### config.mk
export PLATFORM = sky130hd
export DESIGN_NAME = pixel_readout_ctrl_flat
export DESIGN_NICKNAME = d
export VERILOG_FILES = /design/src/rtl/pixel_readout_pkg.sv /design/src/rtl/pixel_readout_if.sv /design/src/rtl/pixel_readout_mux.sv /design/src/rtl/pixel_readout_ctrl.sv /design/src/flat_wrapper.sv
export SDC_FILE = /design/constraint.sdc
export NUM_CORES = 1
export LEC_CHECK = 0
export BUFFER_PORTS_ARGS = -buffer_cell sky130_fd_sc_hd__buf_2
export CORE_UTILIZATION = 35
export DETAILED_ROUTE_END_ITERATION = 10
export PLACE_DENSITY = 0.59
export SYNTH_ARGS = -nofsm -noshare
export SYNTH_HDL_FRONTEND = slang
export SYNTH_HIERARCHICAL = 1
export SYNTH_SLANG_ARGS = --single-unit
### constraint.sdc
create_clock -name clk -period 1.55 [get_ports clk]
set_clock_uncertainty 0.2 [all_clocks]
set_input_delay 0.155 -clock clk [delete_from_list [all_inputs] [get_ports clk]]
set_output_delay 0.155 -clock clk [all_outputs]
set_load 0.01 [all_outputs]
### src/rtl/pixel_readout_pkg.sv
// pixel_readout_pkg: state encoding and index-width helper shared by the readout controller.
// Contents: state_t (IDLE, SETTLE, CAPTURE, STREAM, DONE) and idx_w(n), the width of an
// index that counts 0..n-1. idx_w never returns less than 1, so 1-row or 1-column arrays
// still get a real counter.
package pixel_readout_pkg;
  typedef enum logic [2:0] {IDLE, SETTLE, CAPTURE, STREAM, DONE} state_t;
  function automatic int idx_w(input int n);
    return n > 1 ? $clog2(n) : 1;
  endfunction
endpackage

### src/rtl/pixel_readout_if.sv
// pixel_readout_if: valid/ready pixel word stream from the readout controller to the frame buffer.
// Signals: out_valid, out_data[DATA_W], out_row[idx_w(N_ROWS)] and out_col[idx_w(N_COLS)]
// are driven by the master. out_ready is driven by the slave.
interface pixel_readout_if import pixel_readout_pkg::*; #(
  parameter int N_ROWS = 2,
  parameter int N_COLS = 2,
  parameter int DATA_W = 8
);
  logic out_valid;
  logic out_ready;
  logic [DATA_W-1:0] out_data;
  logic [idx_w(N_ROWS)-1:0] out_row;
  logic [idx_w(N_COLS)-1:0] out_col;
  modport master(output out_valid, out_data, out_row, out_col, input out_ready);
  modport slave(input out_valid, out_data, out_row, out_col, output out_ready);
endinterface

### src/rtl/pixel_readout_mux.sv
// pixel_readout_mux: holds one captured row of column ADC words and selects one word by column.
// Ports:
//   clk, reset - clock and synchronous active-low reset; reset clears the capture register.
//   load       - latches col_data into the capture register.
//   col_data   - N_COLS*DATA_W input; column c occupies bits [c*DATA_W +: DATA_W].
//   sel        - column index.
//   word       - DATA_W output, the selected word of the capture register.
module pixel_readout_mux #(
  parameter int N_COLS = 2,
  parameter int DATA_W = 8,
  parameter int CW = 1
) (
  input  logic clk,
  input  logic reset,
  input  logic load,
  input  logic [N_COLS*DATA_W-1:0] col_data,
  input  logic [CW-1:0] sel,
  output logic [DATA_W-1:0] word
);
  logic [N_COLS-1:0][DATA_W-1:0] cap;
  always_ff @(posedge clk)
    if (!reset) cap <= '0;
    else if (load) cap <= col_data;
  assign word = cap[sel];
endmodule

### src/rtl/pixel_readout_ctrl.sv
// pixel_readout_ctrl: walks the pixel array row by row (settle, capture, stream) and signals the end of a pass.
// Ports:
//   clk, reset - clock and synchronous active-low reset.
//   start      - requests a readout pass. It is sampled only in IDLE.
//   col_data   - column ADC words from the array.
//   row_sel    - one-hot row select. It is high in SETTLE and CAPTURE.
//   bus        - pixel_readout_if master: the word stream with its row and column.
//   busy       - high in every state except IDLE.
//   done       - one-cycle pulse after the last word is accepted.
//   overrun    - sticky flag. It is set when start arrives while busy.
//   timeout    - present only with PIXEL_READOUT_TIMEOUT_EN. It pulses when a stalled stream is aborted.
// The optional stall timeout is compiled in by defining PIXEL_READOUT_TIMEOUT_EN.
module pixel_readout_ctrl import pixel_readout_pkg::*; #(
  parameter int N_ROWS = 2,
  parameter int N_COLS = 2,
  parameter int DATA_W = 8,
  parameter int SETTLE_CYC = 2,
  parameter int TIMEOUT_CYC = 255
) (
  input  logic clk,
  input  logic reset,
  input  logic start,
  input  logic [N_COLS*DATA_W-1:0] col_data,
  output logic [N_ROWS-1:0] row_sel,
  pixel_readout_if.master bus,
  output logic busy,
  output logic done,
  output logic overrun
`ifdef PIXEL_READOUT_TIMEOUT_EN
  ,
  output logic timeout
`endif
);
  localparam int RW = idx_w(N_ROWS);
  localparam int CW = idx_w(N_COLS);
  localparam int SW = idx_w(SETTLE_CYC);
  if (N_ROWS < 1 || N_COLS < 1 || SETTLE_CYC < 1 || TIMEOUT_CYC < 1) begin : g_bad_param
    $error("pixel_readout_ctrl: N_ROWS, N_COLS, SETTLE_CYC and TIMEOUT_CYC must be >= 1");
  end
  state_t state, state_n;
  logic [RW-1:0] row_idx;
  logic [CW-1:0] col_idx;
  logic [SW-1:0] settle_cnt;
  logic xfer, last_col, last_row, abort;
  assign xfer = state == STREAM && bus.out_ready;
  assign last_col = col_idx == CW'(N_COLS - 1);
  assign last_row = row_idx == RW'(N_ROWS - 1);
`ifdef PIXEL_READOUT_TIMEOUT_EN
  localparam int TW = $clog2(TIMEOUT_CYC + 1);
  logic [TW-1:0] stall_cnt;
  // Abort on the TIMEOUT_CYC-th consecutive stalled cycle. The pass is in IDLE, with timeout high, one cycle later.
  assign abort = state == STREAM && !bus.out_ready && stall_cnt == TW'(TIMEOUT_CYC - 1);
  always_ff @(posedge clk)
    if (!reset) begin
      stall_cnt <= '0;
      timeout <= 1'b0;
    end else begin
      timeout <= abort;
      stall_cnt <= (state == STREAM && !bus.out_ready && !abort) ? stall_cnt + 1'b1 : '0;
    end
`else
  assign abort = 1'b0;
`endif
  always_ff @(posedge clk)
    if (!reset) begin
      state <= IDLE;
      overrun <= 1'b0;
    end else begin
      state <= state_n;
      overrun <= overrun | (start && state != IDLE);
    end
  always_comb begin
    state_n = state == IDLE ? (start ? SETTLE : IDLE)
            : state == SETTLE ? (settle_cnt == '0 ? CAPTURE : SETTLE)
            : state == CAPTURE ? STREAM
            : state == STREAM ? (abort ? IDLE : (xfer && last_col) ? (last_row ? DONE : SETTLE) : STREAM)
            : IDLE;
    row_sel = (state == SETTLE || state == CAPTURE) ? N_ROWS'(1) << row_idx : '0;
    busy = state != IDLE;
    done = state == DONE;
    bus.out_valid = state == STREAM;
    bus.out_row = row_idx;
    bus.out_col = col_idx;
  end
  always_ff @(posedge clk)
    if (!reset) begin
      row_idx <= '0;
      col_idx <= '0;
      settle_cnt <= '0;
    end else begin
      if (state == IDLE && start) begin
        row_idx <= '0;
        settle_cnt <= SW'(SETTLE_CYC - 1);
      end else if (state == SETTLE) settle_cnt <= settle_cnt - 1'b1;
      if (state == CAPTURE) col_idx <= '0;
      if (xfer && !last_col) col_idx <= col_idx + 1'b1;
      // Moving to the next row reloads the settle counter for its SETTLE phase.
      if (xfer && last_col && !last_row) begin
        row_idx <= row_idx + 1'b1;
        settle_cnt <= SW'(SETTLE_CYC - 1);
      end
    end
  pixel_readout_mux #(.N_COLS(N_COLS), .DATA_W(DATA_W), .CW(CW)) u_mux (
    .clk(clk),
    .reset(reset),
    .load(state == CAPTURE),
    .col_data(col_data),
    .sel(col_idx),
    .word(bus.out_data)
  );
endmodule
### src/flat_wrapper.sv
// flat-port wrapper written by rule: the top's interface ports become plain ports
module pixel_readout_ctrl_flat import pixel_readout_pkg::*;
#(
  parameter int N_ROWS = 2,
  parameter int N_COLS = 2,
  parameter int DATA_W = 8,
  parameter int SETTLE_CYC = 2,
  parameter int TIMEOUT_CYC = 255
)
  (clk, reset, start, col_data, row_sel, busy, done, overrun, bus_out_valid, bus_out_data, bus_out_row, bus_out_col, bus_out_ready);
  pixel_readout_if #(.N_ROWS(N_ROWS), .N_COLS(N_COLS), .DATA_W(DATA_W)) bus_i ();
  input  logic clk;
  input  logic reset;
  input  logic start;
  input  logic [N_COLS*DATA_W-1:0] col_data;
  output logic [N_ROWS-1:0] row_sel;
  output logic busy;
  output logic done;
  output logic overrun;
  output wire logic [$bits(bus_i.out_valid)-1:0] bus_out_valid;
  output wire logic [$bits(bus_i.out_data)-1:0] bus_out_data;
  output wire logic [$bits(bus_i.out_row)-1:0] bus_out_row;
  output wire logic [$bits(bus_i.out_col)-1:0] bus_out_col;
  input wire logic [$bits(bus_i.out_ready)-1:0] bus_out_ready;
  assign bus_out_valid = bus_i.out_valid;
  assign bus_out_data = bus_i.out_data;
  assign bus_out_row = bus_i.out_row;
  assign bus_out_col = bus_i.out_col;
  assign bus_i.out_ready = bus_out_ready;
  pixel_readout_ctrl #(.N_ROWS(N_ROWS), .N_COLS(N_COLS), .DATA_W(DATA_W), .SETTLE_CYC(SETTLE_CYC), .TIMEOUT_CYC(TIMEOUT_CYC)) u_core (.clk(clk), .reset(reset), .start(start), .col_data(col_data), .row_sel(row_sel), .bus(bus_i), .busy(busy), .done(done), .overrun(overrun));
endmodule
==> results.py <==
metrics = {
    "setup_path": {
        "cp.arrival_ns": 1.67,
        "endpoint_kind": "register",
        "cp.required_ns": 1.56,
        "crit_type": "reg -> reg",
        "path_max_fanout": 9,
        "worst_setup_path_start_kind": "register",
    },
    "yosys": {
        "synth_edf_count": 0,
        "syn_inst": 102,
        "yosysWarnings": 6,
        "syn_avg_cell_area_um2": 10.5,
        "synth_seq_cells": 23,
        "synthFlopType": "dfxtp_1",
        "seq_area_frac_synth_pct": 43.0,
        "synth_cell_types": 26,
        "async_flop_share_pct": 0,
        "netlist_area_um2": 1070,
        "synth_nets": 122,
    },
    "clock_tree": {
        "clk_latency_ns": 0.30,
        "cts_buffer_depth": 2,
        "htreeDepth": 1,
        "cts_tree": "built",
        "cts_sinks": 23,
        "clkSlewWorstSetupHoldPaths_ns": 0.12,
        "ctsRootBufferMaster": "clkbuf_4",
        "numCtsBuffers": 3,
    },
    "timing": {
        "tightestPinTransition_ns": 0.330,
        "clock.fmax_mhz": 603,
        "grt_setup_unrepaired": "yes",
        "setup_ws_ns": -0.107,
        "max-slew-margin-rel_pct": 78.0,
        "hold_slack_ns": 0.0587,
        "drv_slew": 0,
        "finalHoldViolCount": 0,
        "min_period_ns": 1.66,
        "fin_crit_sh_pct": 107,
        "setup_viol": 28,
    },
    "layout": {
        "drive_gt1_share_pct": 45.6,
        "post-route-util_pct": 62.7,
        "n_fill_cell": 225,
        "fin_cells": 202,
        "n_antenna_cell": 0,
        "nets": 192,
        "synthToLayoutAreaGrowth_pct": 65.7,
    },
    "drt": {
        "vias_per_cell": 4.76,
        "ant_nets": 0,
        "drt_wl_total_um": 2940,
        "drtIter0Drc": 17,
        "first_pass_iters": 7,
        "drc": 5,
        "via_count": 961,
        "wl_per_cell_um": 14.6,
    },
    "floorplan": {
        "die_x_um": 57.3,
        "core_area_um2": 2830,
        "row_count": 19,
        "ioPinCount": 36,
        "die_y_um": 57.3,
        "start_util_pct": 37.9,
        "die-area_um2": 3290,
    },
    "power": {
        "ir_drop_mv": 0.636,
        "p_per_area_nw_per_um2": 761,
        "finalPower_mw": 1.35,
        "leakagePower_nw": 0.735,
    },
    "place": {
        "dp.cells": 166,
        "gp_congestion": 0.720,
        "dp_hpwl_um": 1570,
        "portBuffers": 35,
    },
    "global_route": {
        "grt_pass1_wl_um": 4060,
        "grt_antenna_before_repair": 0,
        "grt_start_max_net_pins": 24,
        "busiest_layer": "met2",
        "grt_use_met3_pct": 4.99,
        "grtUsageTotal_pct": 16.3,
        "grt_remaining_overflow": 0,
        "grtUsageMet2_pct": 28.9,
        "grt_pass1_vias": 965,
        "use_met1_pct": 18.8,
    },
    "job": {
        "maxCapViolCount": 0,
    },
    "hold_path": {
        "hp-class": "in -> reg",
    },
    "run_status": {
        "violations": "DRC, setup timing",
        "status": "finished, violations left",
    },
}
[Yosys cell counts (2+ instances only)]
master / count / share of area (%)
nor3b_1: 3 / 2.1
mux2i_1: 16 / 15
mux2_2: 9 / 9.5
buf_2: 2 / 0.93
dfxtp_1: 23 / 43
nand2b_1: 2 / 1.2
nor2b_1: 17 / 9.9
nand2_1: 4 / 1.4
buf_6: 2 / 2.1
a21oi_1: 3 / 1.4
nor2_1: 6 / 2.1
[worst max-delay path, stage by stage (launching register included)]
cell      delay, ns
dfxtp_4        0.36
buf_4          0.11
buf_4          0.12
nand2b_1       0.12
nor2_4         0.19
buf_12         0.16
mux2i_1        0.23
nor2b_1        0.07
[power breakdown]
group / internal, mW / switching [mW]
Sequential: 0.630 / 0.0366
Combinational: 0.256 / 0.161
Clock: 0.100 / 0.167
[cell usage in the layout (no fill, tap or decap), types with 2 or more instances in the layout]
cell           netlist  routed
buf_2                2      25
dfxtp_1             23      19
dlygate4sd3_1        0      18
buf_6                2      17
nor2b_1             17      17
mux2i_1             16      15
buf_4                0       9
mux2_4               0       7
nor2_1               6       5
nand2_1              4       4
clkbuf_4             0       3
a21oi_1              3       3
dfxtp_4              0       3
nand2b_1             2       2
nor3b_2              0       2
mux2_2               9       2
[through the flow]
stage	setup slack, ns	setup TNS (ns)	cell area [um^2]
5_1_grt	-0.160	-3.24	1770
2_1_floorplan	0.0211	0	1070
3_5_place_dp	0.113	0	1290
3_3_place_gp	0.148	0	1290
6_report	-0.107	-1.70	1770
4_1_cts	-0.0511	-0.451	1560
[cell families after synthesis]
group / count (synthesis) / share of synthesized area (%)
AO/OA/AOI/OAI: 8 / 5.26
XOR/XNOR: 1 / 0.818
buffers and inverters: 6 / 5.26
flip-flops: 23 / 43.0
multiplexers: 25 / 24.4
AND/OR/NAND/NOR: 39 / 21.3
[state kept, by name, indices dropped and copies added, names as in the netlist]
register and count:
u_core/u_mux/cap 16, u_core/state 3, u_core/bus.out_col 1, u_core/bus.out_row 1, u_core/overrun 1, u_core/settle_cnt 1
[per-layer routing]
metal | share of wire [%] | vias up | wire length, um
met5 | 0 | - | 0
met1 | 42 | 441 | 1220
met2 | 54 | 24 | 1590
met3 | 3.2 | 4 | 95
met4 | 1.1 | 0 | 31
li1 | - | 492 | -
[what timing repair did]
| item | 4_1_cts | 5_1_grt |
|---|---|---|
| buffers inserted | 7 | 7 |
| pin swaps | 0 | 5 |
| hold endpoints to repair | 18 | 0 |
| gates cloned | 0 | 1 |
| endpoints found under the setup margin | 12 | 26 |
| hold buffers | 18 | 0 |
| gates resized for setup | 13 | 28 |
[final timing paths]
check / startpoint / to / slack [ns] / cells after the start
setup / recovery: u_core/state[1]$_SDFF_PP0_ / u_core/u_mux/cap[8]$_SDFFE_PN0P_ / -0.11 / 7
hold reg to reg: u_core/overrun$_SDFF_PN0_ / u_core/overrun$_SDFF_PN0_ / 0.31 / 2
hold / removal: reset / u_core/bus.out_row$_SDFFE_PN0P_ / 0.06 / 2
setup reg to reg: u_core/state[1]$_SDFF_PP0_ / u_core/u_mux/cap[8]$_SDFFE_PN0P_ / -0.11 / 7
[layout make-up]
class,instances,area [um^2],area share [%]
Multi-Input combinational cell,73,627,35.3
Timing Repair Buffer,71,609,34.3
Sequential cell,23,473,26.7
Tap cell,31,38.8,2.19
Clock buffer,4,26.3,1.48
Note: power is estimated with default switching activity, not from simulation.
